[config.mk]
export PLATFORM = sky130hd
export DESIGN_NAME = stroke_rasterizer
export DESIGN_NICKNAME = d
export VERILOG_FILES = /design/src/rtl/drawing_pkg.sv /design/src/rtl/bresenham_core.sv /design/src/rtl/stroke_rasterizer.sv
export SDC_FILE = /design/constraint.sdc
export NUM_CORES = 1
export LEC_CHECK = 0
export BUFFER_PORTS_ARGS = -buffer_cell sky130_fd_sc_hd__buf_2
export CORE_MARGIN = 3
export CORE_UTILIZATION = 30
export CTS_CLUSTER_SIZE = 30
export DETAILED_ROUTE_END_ITERATION = 16
export GPL_TIMING_DRIVEN = 0
export PLACE_DENSITY_LB_ADDON = 0.08
export SLEW_MARGIN = 20
export SYNTH_ARGS = -nofsm -noshare
export SYNTH_HDL_FRONTEND = slang
export SYNTH_SLANG_ARGS = --single-unit
[constraint.sdc]
create_clock -name clk -period 4.65 [get_ports clk]
set_clock_uncertainty 0.05 [all_clocks]
set_input_delay 0.93 -clock clk [delete_from_list [all_inputs] [get_ports clk]]
set_output_delay 0.93 -clock clk [all_outputs]
set_load 0.005 [all_outputs]
[src/rtl/drawing_pkg.sv]
// Shared drawing types: coordinate/colour types, colour codes, rasterizer states.
package drawing_pkg;

    localparam int CW  = 8;
    localparam int CCW = 3;

    typedef logic [CW-1:0]  coord_t;
    typedef logic [CCW-1:0] color_t;

    // Colour codes, identical to the colour decoder's lookup table
    localparam color_t BLACK   = 3'd0;
    localparam color_t RED     = 3'd1;
    localparam color_t GREEN   = 3'd2;
    localparam color_t BLUE    = 3'd3;
    localparam color_t YELLOW  = 3'd4;
    localparam color_t CYAN    = 3'd5;
    localparam color_t MAGENTA = 3'd6;
    localparam color_t WHITE   = 3'd7;

    typedef enum logic [1:0] {
        IDLE  = 2'd0,
        SETUP = 2'd1,
        STEP  = 2'd2
    } rast_state_t;

endpackage

[src/rtl/bresenham_core.sv]
// Bresenham line walker: loads a segment, then advances one pixel per step.
// Arithmetic is CW+2 signed so full-span segments never wrap.
module bresenham_core #(
    parameter int CW = 8
) (
    input  logic          clk,
    input  logic          reset,
    input  logic          i_load,
    input  logic          i_step,
    input  logic [CW-1:0] i_x0,
    input  logic [CW-1:0] i_y0,
    input  logic [CW-1:0] i_x1,
    input  logic [CW-1:0] i_y1,
    output logic [CW-1:0] o_cur_x,
    output logic [CW-1:0] o_cur_y,
    output logic          o_at_end
);
    localparam int SW = CW + 2;

    logic signed [SW-1:0] r_dx, r_dy, r_err;
    logic                 r_sx_neg, r_sy_neg;
    logic [CW-1:0]        r_cur_x, r_cur_y, r_end_x, r_end_y;

    logic signed [SW-1:0] w_x0, w_y0, w_x1, w_y1, w_adx, w_ady, w_err_nxt;
    logic signed [SW:0]   w_e2;
    logic                 w_mv_x, w_mv_y;

    // Segment setup terms and the per-step decision, both from the pre-step error
    always_comb begin
        w_x0      = $signed({2'b00, i_x0});
        w_y0      = $signed({2'b00, i_y0});
        w_x1      = $signed({2'b00, i_x1});
        w_y1      = $signed({2'b00, i_y1});
        w_adx     = (w_x1 >= w_x0) ? (w_x1 - w_x0) : (w_x0 - w_x1);
        w_ady     = (w_y1 >= w_y0) ? (w_y1 - w_y0) : (w_y0 - w_y1);
        w_e2      = $signed({r_err, 1'b0});
        w_mv_x    = (w_e2 >= $signed({r_dy[SW-1], r_dy}));
        w_mv_y    = (w_e2 <= $signed({r_dx[SW-1], r_dx}));
        w_err_nxt = r_err + (w_mv_x ? r_dy : SW'(0)) + (w_mv_y ? r_dx : SW'(0));
    end

    // Walker state: load takes priority, step advances x and/or y in one cycle
    always_ff @(posedge clk) begin
        if (reset) begin
            r_dx     <= '0;
            r_dy     <= '0;
            r_err    <= '0;
            r_sx_neg <= 1'b0;
            r_sy_neg <= 1'b0;
            r_cur_x  <= '0;
            r_cur_y  <= '0;
            r_end_x  <= '0;
            r_end_y  <= '0;
        end else if (i_load) begin
            r_cur_x  <= i_x0;
            r_cur_y  <= i_y0;
            r_end_x  <= i_x1;
            r_end_y  <= i_y1;
            r_dx     <= w_adx;
            r_dy     <= -w_ady;
            r_err    <= w_adx - w_ady;
            r_sx_neg <= (i_x1 < i_x0);
            r_sy_neg <= (i_y1 < i_y0);
        end else if (i_step) begin
            if (w_mv_x) r_cur_x <= r_sx_neg ? (r_cur_x - CW'(1)) : (r_cur_x + CW'(1));
            if (w_mv_y) r_cur_y <= r_sy_neg ? (r_cur_y - CW'(1)) : (r_cur_y + CW'(1));
            r_err <= w_err_nxt;
        end
    end

    assign o_cur_x  = r_cur_x;
    assign o_cur_y  = r_cur_y;
    assign o_at_end = (r_cur_x == r_end_x) && (r_cur_y == r_end_y);

endmodule

[src/rtl/stroke_rasterizer.sv]
// Stroke rasterizer: joins consecutive pen-down points with Bresenham lines and
// streams the pixels, tagged with the segment colour, to the pixel store.
module stroke_rasterizer
    import drawing_pkg::*;
#(
    parameter int CW  = 8,
    parameter int CCW = 3
) (
    input  logic           clk,
    input  logic           reset,
    input  logic           pt_valid,
    output logic           pt_ready,
    input  logic [CW-1:0]  pt_x,
    input  logic [CW-1:0]  pt_y,
    input  logic           pt_pen,
    input  logic [CCW-1:0] pt_color,
    output logic           px_valid,
    input  logic           px_ready,
    output logic [CW-1:0]  px_x,
    output logic [CW-1:0]  px_y,
    output logic [CCW-1:0] px_color,
    output logic           busy
);
    rast_state_t r_state, w_next;

    logic [CW-1:0]  r_end_x, r_end_y, r_start_x, r_start_y, r_last_x, r_last_y;
    logic [CCW-1:0] r_color;
    logic           r_has_last;

    logic w_accept, w_load, w_step, w_done, w_at_end;

    assign w_accept = (r_state == IDLE) && pt_valid;

    // State register
    always_ff @(posedge clk) begin
        if (reset) r_state <= IDLE;
        else       r_state <= w_next;
    end

    // Next state plus walker load/step strobes; stepping only on a pixel handshake
    always_comb begin
        w_next = r_state;
        w_load = 1'b0;
        w_step = 1'b0;
        w_done = 1'b0;
        case (r_state)
            IDLE:  if (pt_valid) w_next = SETUP;
            SETUP: begin
                w_load = 1'b1;
                w_next = STEP;
            end
            STEP:  if (px_ready) begin
                if (w_at_end) begin
                    w_done = 1'b1;
                    w_next = IDLE;
                end else begin
                    w_step = 1'b1;
                end
            end
            default: w_next = IDLE;
        endcase
    end

    // Point latch and stroke memory; a pen-up point or no history draws a single pixel
    always_ff @(posedge clk) begin
        if (reset) begin
            r_end_x    <= '0;
            r_end_y    <= '0;
            r_start_x  <= '0;
            r_start_y  <= '0;
            r_color    <= '0;
            r_last_x   <= '0;
            r_last_y   <= '0;
            r_has_last <= 1'b0;
        end else begin
            if (w_accept) begin
                r_end_x <= pt_x;
                r_end_y <= pt_y;
                r_color <= pt_color;
                if (pt_pen && r_has_last) begin
                    r_start_x <= r_last_x;
                    r_start_y <= r_last_y;
                end else begin
                    r_start_x <= pt_x;
                    r_start_y <= pt_y;
                end
            end
            if (w_done) begin
                r_last_x   <= r_end_x;
                r_last_y   <= r_end_y;
                r_has_last <= 1'b1;
            end
        end
    end

    bresenham_core #(.CW(CW)) u_core (
        .clk      (clk),
        .reset    (reset),
        .i_load   (w_load),
        .i_step   (w_step),
        .i_x0     (r_start_x),
        .i_y0     (r_start_y),
        .i_x1     (r_end_x),
        .i_y1     (r_end_y),
        .o_cur_x  (px_x),
        .o_cur_y  (px_y),
        .o_at_end (w_at_end)
    );

    // All handshake outputs decode the registered state, so pt_ready never sees px_ready
    assign pt_ready = (r_state == IDLE);
    assign px_valid = (r_state == STEP);
    assign busy     = (r_state != IDLE);
    assign px_color = r_color;

endmodule

### After elaboration in Yosys (flattened, before gate mapping)

Cells that the tools add are included.

* register bits after elaboration: 118
* output and inout bits: 22
* logic and storage cells: 81

* equal/unequal tests: 7
* multiplexer cells: 27
* $add $sub $neg: 12
* reduce and logical (&&, ||, !) cells: 11
* $lt $le $gt $ge: 6

Operators with widths (number)
* $mux 8: 10
* $mux 10: 6
* $sub 8x8->9: 4
* $add 10x10->10: 2
* $add 8x1->8 const B: 2
* $eq 8x8->1: 2
* $ge 8x8->1: 2
* $lt 8x8->1: 2
* $sub 8x1->8 const B: 2
* $ge 11x10->1: 1
* $le 11x10->1: 1
* $neg 10->10: 1
* $sub 10x10->10: 1
* $reduce_bool 2->1: 4
* $mux 1: 7
* $mux 2: 3
* $pmux 2 s3: 1
* $ne 2x1->1 const B: 2
* $reduce_and 2->1: 2
* $logic_and 1x1->1: 3
* $reduce_and 3->1: 1
* $eq 2x1->1 const B: 1
* $eq 2x2->1 const B: 1
* $logic_not 2->1: 1
* $ne 2x2->1 const B: 1

### Logic depth before layout (Yosys ltp)

* depth in word-level cells: 7
* mapped depth: 22

### By module

A second synthesis with hierarchy kept.

* cell total of the unflattened synthesis: 1018
* area total of the unflattened synthesis: 8261.7 um2

Modules (own cells, without submodules)
* bresenham_core: area each 6194.7 um2, cells an instance 758, instances 1
* stroke_rasterizer: area each 2067.0 um2, cells an instance 260, instances 1

### Worst setup path before layout

Ideal clock, no wire load.

* kind: reg2reg
* start: register u_core.r_dy[9]
* end: register u_core.r_err[8]
* cell stages (with the launch flop): 21
* buffers on the path: 1
* data required time: 4484 ps
* library setup time: 116 ps
* data arrival time: 4165 ps
* slack: 318 ps
* cell sequence: dfxtp_1 inv_1 ha_1 and4_1 and3_1 o21ai_0 and3_1 xor2_1 clkbuf_1 nand2_1 fa_1 inv_1 ha_1 a21o_1 a21oi_1 o21bai_1 a21oi_1 o21ai_0 xor2_1 a211o_1 o211a_1

* cells in the longest elaborated chain, start to end: 6

Ends and longest elaborated chain
* start, declared: line bresenham_core.sv:20 `logic signed [SW-1:0] r_dx, r_dy, r_err;`
* start signal, assigned: line bresenham_core.sv:60 `r_dy <= -w_ady;`
* $ge 11x10->1: line bresenham_core.sv:37 `w_mv_x = (w_e2 >= $signed({r_dy[SW-1], r_dy}));`
* $mux 10: line bresenham_core.sv:39 `w_err_nxt = r_err + (w_mv_x ? r_dy : SW'(0)) + (w_mv_y ? r_dx : SW'(0));`
* $add 10x10->10 (2 in series): line bresenham_core.sv:39
* $mux 10: line bresenham_core.sv:64 `end else if (i_step) begin`
* $mux 10: line bresenham_core.sv:54 `end else if (i_load) begin`
* end signal, assigned: line bresenham_core.sv:61 `r_err <= w_adx - w_ady;`
* end signal, assigned: line bresenham_core.sv:67 `r_err <= w_err_nxt;`
* end, declared: line bresenham_core.sv:20

Every way passes these cells. The select of a mux whose other input is x is not followed.
A chain may end at the register's enable or synchronous reset.

### Worst setup path after layout

* start: register r_end_y[6]
* end: register u_core.r_err[8]

* cells in the longest elaborated chain, start to end: 4

Ends and longest elaborated chain
* start, declared: line stroke_rasterizer.sv:26 `logic [CW-1:0] r_end_x, r_end_y, r_start_x, r_start_y, r_last_x, r_last_y;`
* start signal, assigned: line stroke_rasterizer.sv:78 `r_end_y <= pt_y;`
* $sub 8x8->9 or $ge 8x8->1 (tied branches): line bresenham_core.sv:35 `w_ady = (w_y1 >= w_y0) ? (w_y1 - w_y0) : (w_y0 - w_y1);`
* $mux 10 *: line bresenham_core.sv:35
* $sub 10x10->10 *: line bresenham_core.sv:61
* $mux 10 *: line bresenham_core.sv:54

Every way passes the cells marked *; elsewhere a longest branch is shown, timed or not.

==> flow_summary.rst <==
.. list-table::
   :header-rows: 1

   * - Metric
     - Value
   * - Critical path data arrival time
     - 4.68 ns
   * - Root buffer cell
     - sky130_fd_sc_hd__clkbuf_16
   * - Detailed Route WL
     - 28,860 µm
   * - Internal portion of total power
     - 2.793 mW
   * - Initial standard-cell utilization of the core
     - between 30 and 40%
   * - Switch share
     - roughly 40%
   * - Final hold violations
     - 0
   * - Net Count, Synth
     - about 1,200
   * - Static leakage
     - 4.109 nW
   * - Portion of netlist area occupied by mux cells
     - approximately 4.3%
   * - Setup Slack @ Placement
     - -0.8116 ns
   * - Metal3 WL
     - about 930 µm
   * - Total power divided by cell area
     - between 400 and 500 nW/µm²
   * - Worst slew margin relative to its limit
     - about 40%
   * - Number of buffers created by CTS
     - 17
   * - Critical path type
     - reg2reg
   * - Max Fclk
     - 226.2 MHz
   * - Synthesis Warnings
     - 0
   * - Clock share of power
     - between 20% and 30%
   * - Measured slew at the worst slew-check pin
     - between 0.8 and 0.9 ns
   * - Floorplan die height
     - 173.9 µm
   * - Antenna fix cells
     - 0
   * - Filler cell count in the final layout
     - approximately 3,000
   * - Count of port buffers added during placement
     - 44
   * - Startpoint types
     - register
   * - Antenna-violating nets left
     - 0
   * - Xor/xnor cell area share of the yosys netlist
     - approximately 5.2%
   * - Global route total overflow
     - 0
   * - Class of the worst hold path
     - reg2reg
   * - Via count
     - approximately 7,700
   * - First-pass detailed-route iteration total
     - 6
   * - Number of setup violations in the final report
     - 0
   * - Synth unique cells
     - 64
   * - Number of synthesized register bits
     - between 100 and 150
   * - Adder-cell share of the synthesized area
     - between 15 and 20%
   * - Share of power burned in registers
     - between 20% and 30%
   * - Die extent in x
     - 173.9 µm
   * - Final net count
     - roughly 1,300
   * - Final worst slack
     - about 0.23 ns
   * - Length of routed met2 wiring
     - 13,500 µm
   * - Max-cap viol count
     - 0
   * - Area growth, synth to finish
     - 18.50%
   * - Net switching component of the power
     - roughly 1.9 mW
   * - Most frequent standard cell in the layout excluding fill and tap cells
     - sky130_fd_sc_hd__nand2_1
   * - Period minus WS final
     - about 4.4 ns
   * - Io pins
     - 46
   * - Combinational cell fraction of total power
     - approximately 47%
   * - Instance area after placement
     - ~9200 µm²
   * - Post-synthesis cell area
     - between 8000 and 9000 µm²
   * - Critical Path RT
     - about 4.9 ns
   * - Drt wl/cell
     - around 19 µm
   * - Clock network latency to the later pin of the worst-skew pair
     - roughly 0.42 ns
   * - Number of enable-type register cells in the synthesized netlist
     - 0
   * - Number of global-route vias before repair
     - 7,505
   * - Routability Congestion
     - between 0.8 and 0.9
   * - Number of antenna violations at the first check in global routing
     - 0
   * - Starting DRC count in detailed routing
     - roughly 440
   * - Multi-input gate area
     - approximately 5700 µm²
   * - Detailed-routing wirelength on met1
     - between 10,000 and 15,000 µm
   * - H-tree lvl count
     - 4
   * - Average instance area after synthesis
     - around 7.9 µm²
   * - Largest incremental delay on the critical path
     - 0.48 ns
   * - Fraction of layout instances using a drive strength above 1
     - 12.62%
   * - Fraction of the cycle the final worst path needs
     - approximately 95%
   * - Share of the core filled with cells
     - between 30% and 40%
   * - Top metal layer carrying routed signals
     - met4
   * - Clock Sink Count
     - between 100 and 150
   * - Total core area
     - about 27,000 µm²
   * - Leading register cell type out of synthesis
     - sky130_fd_sc_hd__dfxtp_1
   * - Kind of cell adding the most delay to the critical path
     - compound AO/OA/AOI/OAI gates
   * - Global-route wire length before repair
     - about 45,000 µm
   * - Worst-path clk slew
     - approximately 0.060 ns
   * - CTS tree
     - done
   * - Largest family of logic cells by synthesized area
     - compound AO/OA/AOI/OAI gates
   * - Post-detailed-placement half-perimeter wirelength
     - approximately 23,000 µm
   * - Async S/R FF share, synth
     - 0%
   * - Slowest CP cell
     - sky130_fd_sc_hd__dfxtp_1
   * - Total global-route track usage
     - approximately a fifth
   * - Crit path buf inv count
     - 3
   * - Top fanout value on the critical path
     - 10
   * - Cell count after synthesis
     - between 1,000 and 1,500
   * - Simple-Gate Fraction of Synth Area
     - about a fifth
   * - Worst Setup End Kind
     - register
   * - Worst IR Drop VDD
     - between 200 and 300 µV
   * - Die Outline Area
     - slightly above 30,000 µm²
   * - Finished Cell Area
     - 10,020 µm²
   * - Post-route DRC
     - 0
   * - Sequence of cells on the critical path
     - inv_1, ha_1, buf_6, a21o_1, a221oi_4, o31ai_4, mux2_1, a211o_1, xor2_1, inv_1, ha_1, o21ai_0, nand2b_1, a31oi_1, xnor2_1, o211a_1
   * - Area fraction in compound gates after synthesis
     - 20.19%
   * - Largest net degree at the start of global routing
     - 17
   * - Cell row count
     - 60
   * - Vias per Instance
     - approximately 5.0
   * - Status
     - completed
   * - Final max-slew violation count
     - 0
   * - Part of the Yosys area used for sequential elements
     - between 20 and 30%
   * - Commonest non-fill, non-tap cells in the layout
     - sky130_fd_sc_hd__nand2_1, sky130_fd_sc_hd__dfxtp_1, sky130_fd_sc_hd__inv_1, sky130_fd_sc_hd__a21oi_1, sky130_fd_sc_hd__nor2_1
   * - Area taken by flip-flops and latches
     - between 2000 and 2500 µm²
   * - Maximum number of buffers from clock root to sink
     - 2
## kinds of logic after synthesis
kind of cell / after synthesis
flip-flops: 117
adder cells (fa/ha/maj): 99
AND/OR/NAND/NOR: 357
buffers and inverters: 156
AO/OA/AOI/OAI: 257
multiplexers: 35
XOR/XNOR: 50
## cell usage after synthesis (5+ instances only)
cell type,count,area (µm²)
sky130_fd_sc_hd__xnor2_1,38,332.8
sky130_fd_sc_hd__mux2i_1,24,240.2
sky130_fd_sc_hd__nor2b_1,21,131.4
sky130_fd_sc_hd__clkbuf_1,38,142.6
sky130_fd_sc_hd__or3_1,5,31.28
sky130_fd_sc_hd__a21oi_1,91,455.4
sky130_fd_sc_hd__mux2_2,9,101.4
sky130_fd_sc_hd__o21ai_0,36,180.2
sky130_fd_sc_hd__fa_1,17,340.3
sky130_fd_sc_hd__a22oi_1,11,82.58
sky130_fd_sc_hd__nor2_1,80,300.3
sky130_fd_sc_hd__a21o_1,15,112.6
sky130_fd_sc_hd__buf_1,6,22.52
sky130_fd_sc_hd__dfxtp_1,117,2342
sky130_fd_sc_hd__a211oi_1,17,127.6
sky130_fd_sc_hd__ha_1,82,1026
sky130_fd_sc_hd__xor2_1,12,105.1
sky130_fd_sc_hd__and3_1,12,75.07
sky130_fd_sc_hd__nor3_1,13,65.06
sky130_fd_sc_hd__o21a_1,13,97.59
sky130_fd_sc_hd__nand4_1,8,50.05
sky130_fd_sc_hd__and2_1,5,31.28
sky130_fd_sc_hd__nand3_1,30,150.1
sky130_fd_sc_hd__a311oi_1,20,175.2
sky130_fd_sc_hd__inv_1,107,401.6
sky130_fd_sc_hd__nand2_1,153,574.3
sky130_fd_sc_hd__nand2b_1,10,62.56
sky130_fd_sc_hd__a31oi_1,5,31.28
sky130_fd_sc_hd__o211ai_1,7,52.55
## per-layer routing
layer | GRT usage (%) | vias up
met1 | 27.09 | 3631
met4 | 3.686 | 0
met5 | 0 | -
met3 | 2.250 | 17
met2 | 31.54 | 146
li1 | - | 3860
## per-stage QoR
stage	hold slack [ns]	total power, mW	setup TNS [ns]	instances
floorplan	0.3952	2.564	0	1071
global placement	0.3961	3.128	-3.191	1487
detailed placement	0.3980	3.134	-3.144	1488
CTS	0.4073	4.591	-0.04779	1521
global route	0.4325	5.026	-0.03810	1529
finish	0.4030	4.701	0	1529
## final timing paths
check	slack (ns)	end	from	depth (start not counted)
worst max-delay path	0.23	u_core.r_err[8]$_SDFFE_PP0P_	r_end_y[6]$_SDFFE_PP0P_	16
worst min-delay path	0.40	px_color[2]$_SDFFE_PP0P_	px_color[2]$_SDFFE_PP0P_	2
worst max register to register	0.23	u_core.r_err[8]$_SDFFE_PP0P_	r_end_y[6]$_SDFFE_PP0P_	16
worst min register to register	0.40	px_color[2]$_SDFFE_PP0P_	px_color[2]$_SDFFE_PP0P_	2
## repair_timing
| action | 4_1_cts | 5_1_grt |
|---|---|---|
| endpoints found under the hold margin | 0 | 0 |
| setup buffers | 2 | 8 |
| endpoints found under the setup margin | 7 | 5 |
| resized for setup | 20 | 30 |
| hold buffers | 0 | 0 |
| pin swaps | 4 | 9 |
## cell type report
class                           count  area share [%]
Inverter                          107           4.006
Sequential cell                   117           23.46
Clock inverter                     14           1.535
Buffer                             49           2.134
Timing Repair Buffer               55           2.996
Clock buffer                       17           4.244
Tap cell                          372           4.643
Multi-Input combinational cell    798           56.98
## power by group through the flow
stage	sequential (mW)	clock, mW	combinational, mW
floorplan	1.16	0	1.40
global placement	1.21	0	1.92
detailed placement	1.21	0	1.92
CTS	1.19	1.34	2.06
global route	1.20	1.38	2.44
finish	1.19	1.31	2.19
## worst register-to-register path, stage by stage, from the launching register on
cell and delay, ns:
sky130_fd_sc_hd__dfxtp_1 0.48, sky130_fd_sc_hd__inv_1 0.08, sky130_fd_sc_hd__ha_1 0.31, sky130_fd_sc_hd__buf_6 0.14, sky130_fd_sc_hd__a21o_1 0.20, sky130_fd_sc_hd__a221oi_4 0.48, sky130_fd_sc_hd__o31ai_4 0.23, sky130_fd_sc_hd__mux2_1 0.36
sky130_fd_sc_hd__a211o_1 0.35, sky130_fd_sc_hd__xor2_1 0.44, sky130_fd_sc_hd__inv_1 0.11, sky130_fd_sc_hd__ha_1 0.34, sky130_fd_sc_hd__o21ai_0 0.10, sky130_fd_sc_hd__nand2b_1 0.11, sky130_fd_sc_hd__a31oi_1 0.21, sky130_fd_sc_hd__xnor2_1 0.11
sky130_fd_sc_hd__o211a_1 0.21
## state kept, by name (all words and copies together) (netlist names)
signal / count
px_color: 3
r_end_x: 8
r_end_y: 8
r_has_last: 1
r_last_x: 8
r_last_y: 8
r_start_x: 8
r_start_y: 8
r_state: 2
u_core.o_cur_x: 8
u_core.o_cur_y: 8
u_core.r_dx: 9
u_core.r_dy: 10
u_core.r_end_x: 8
u_core.r_end_y: 8
u_core.r_err: 10
u_core.r_sx_neg: 1
u_core.r_sy_neg: 1
Note: power is estimated with default switching activity, not from simulation.
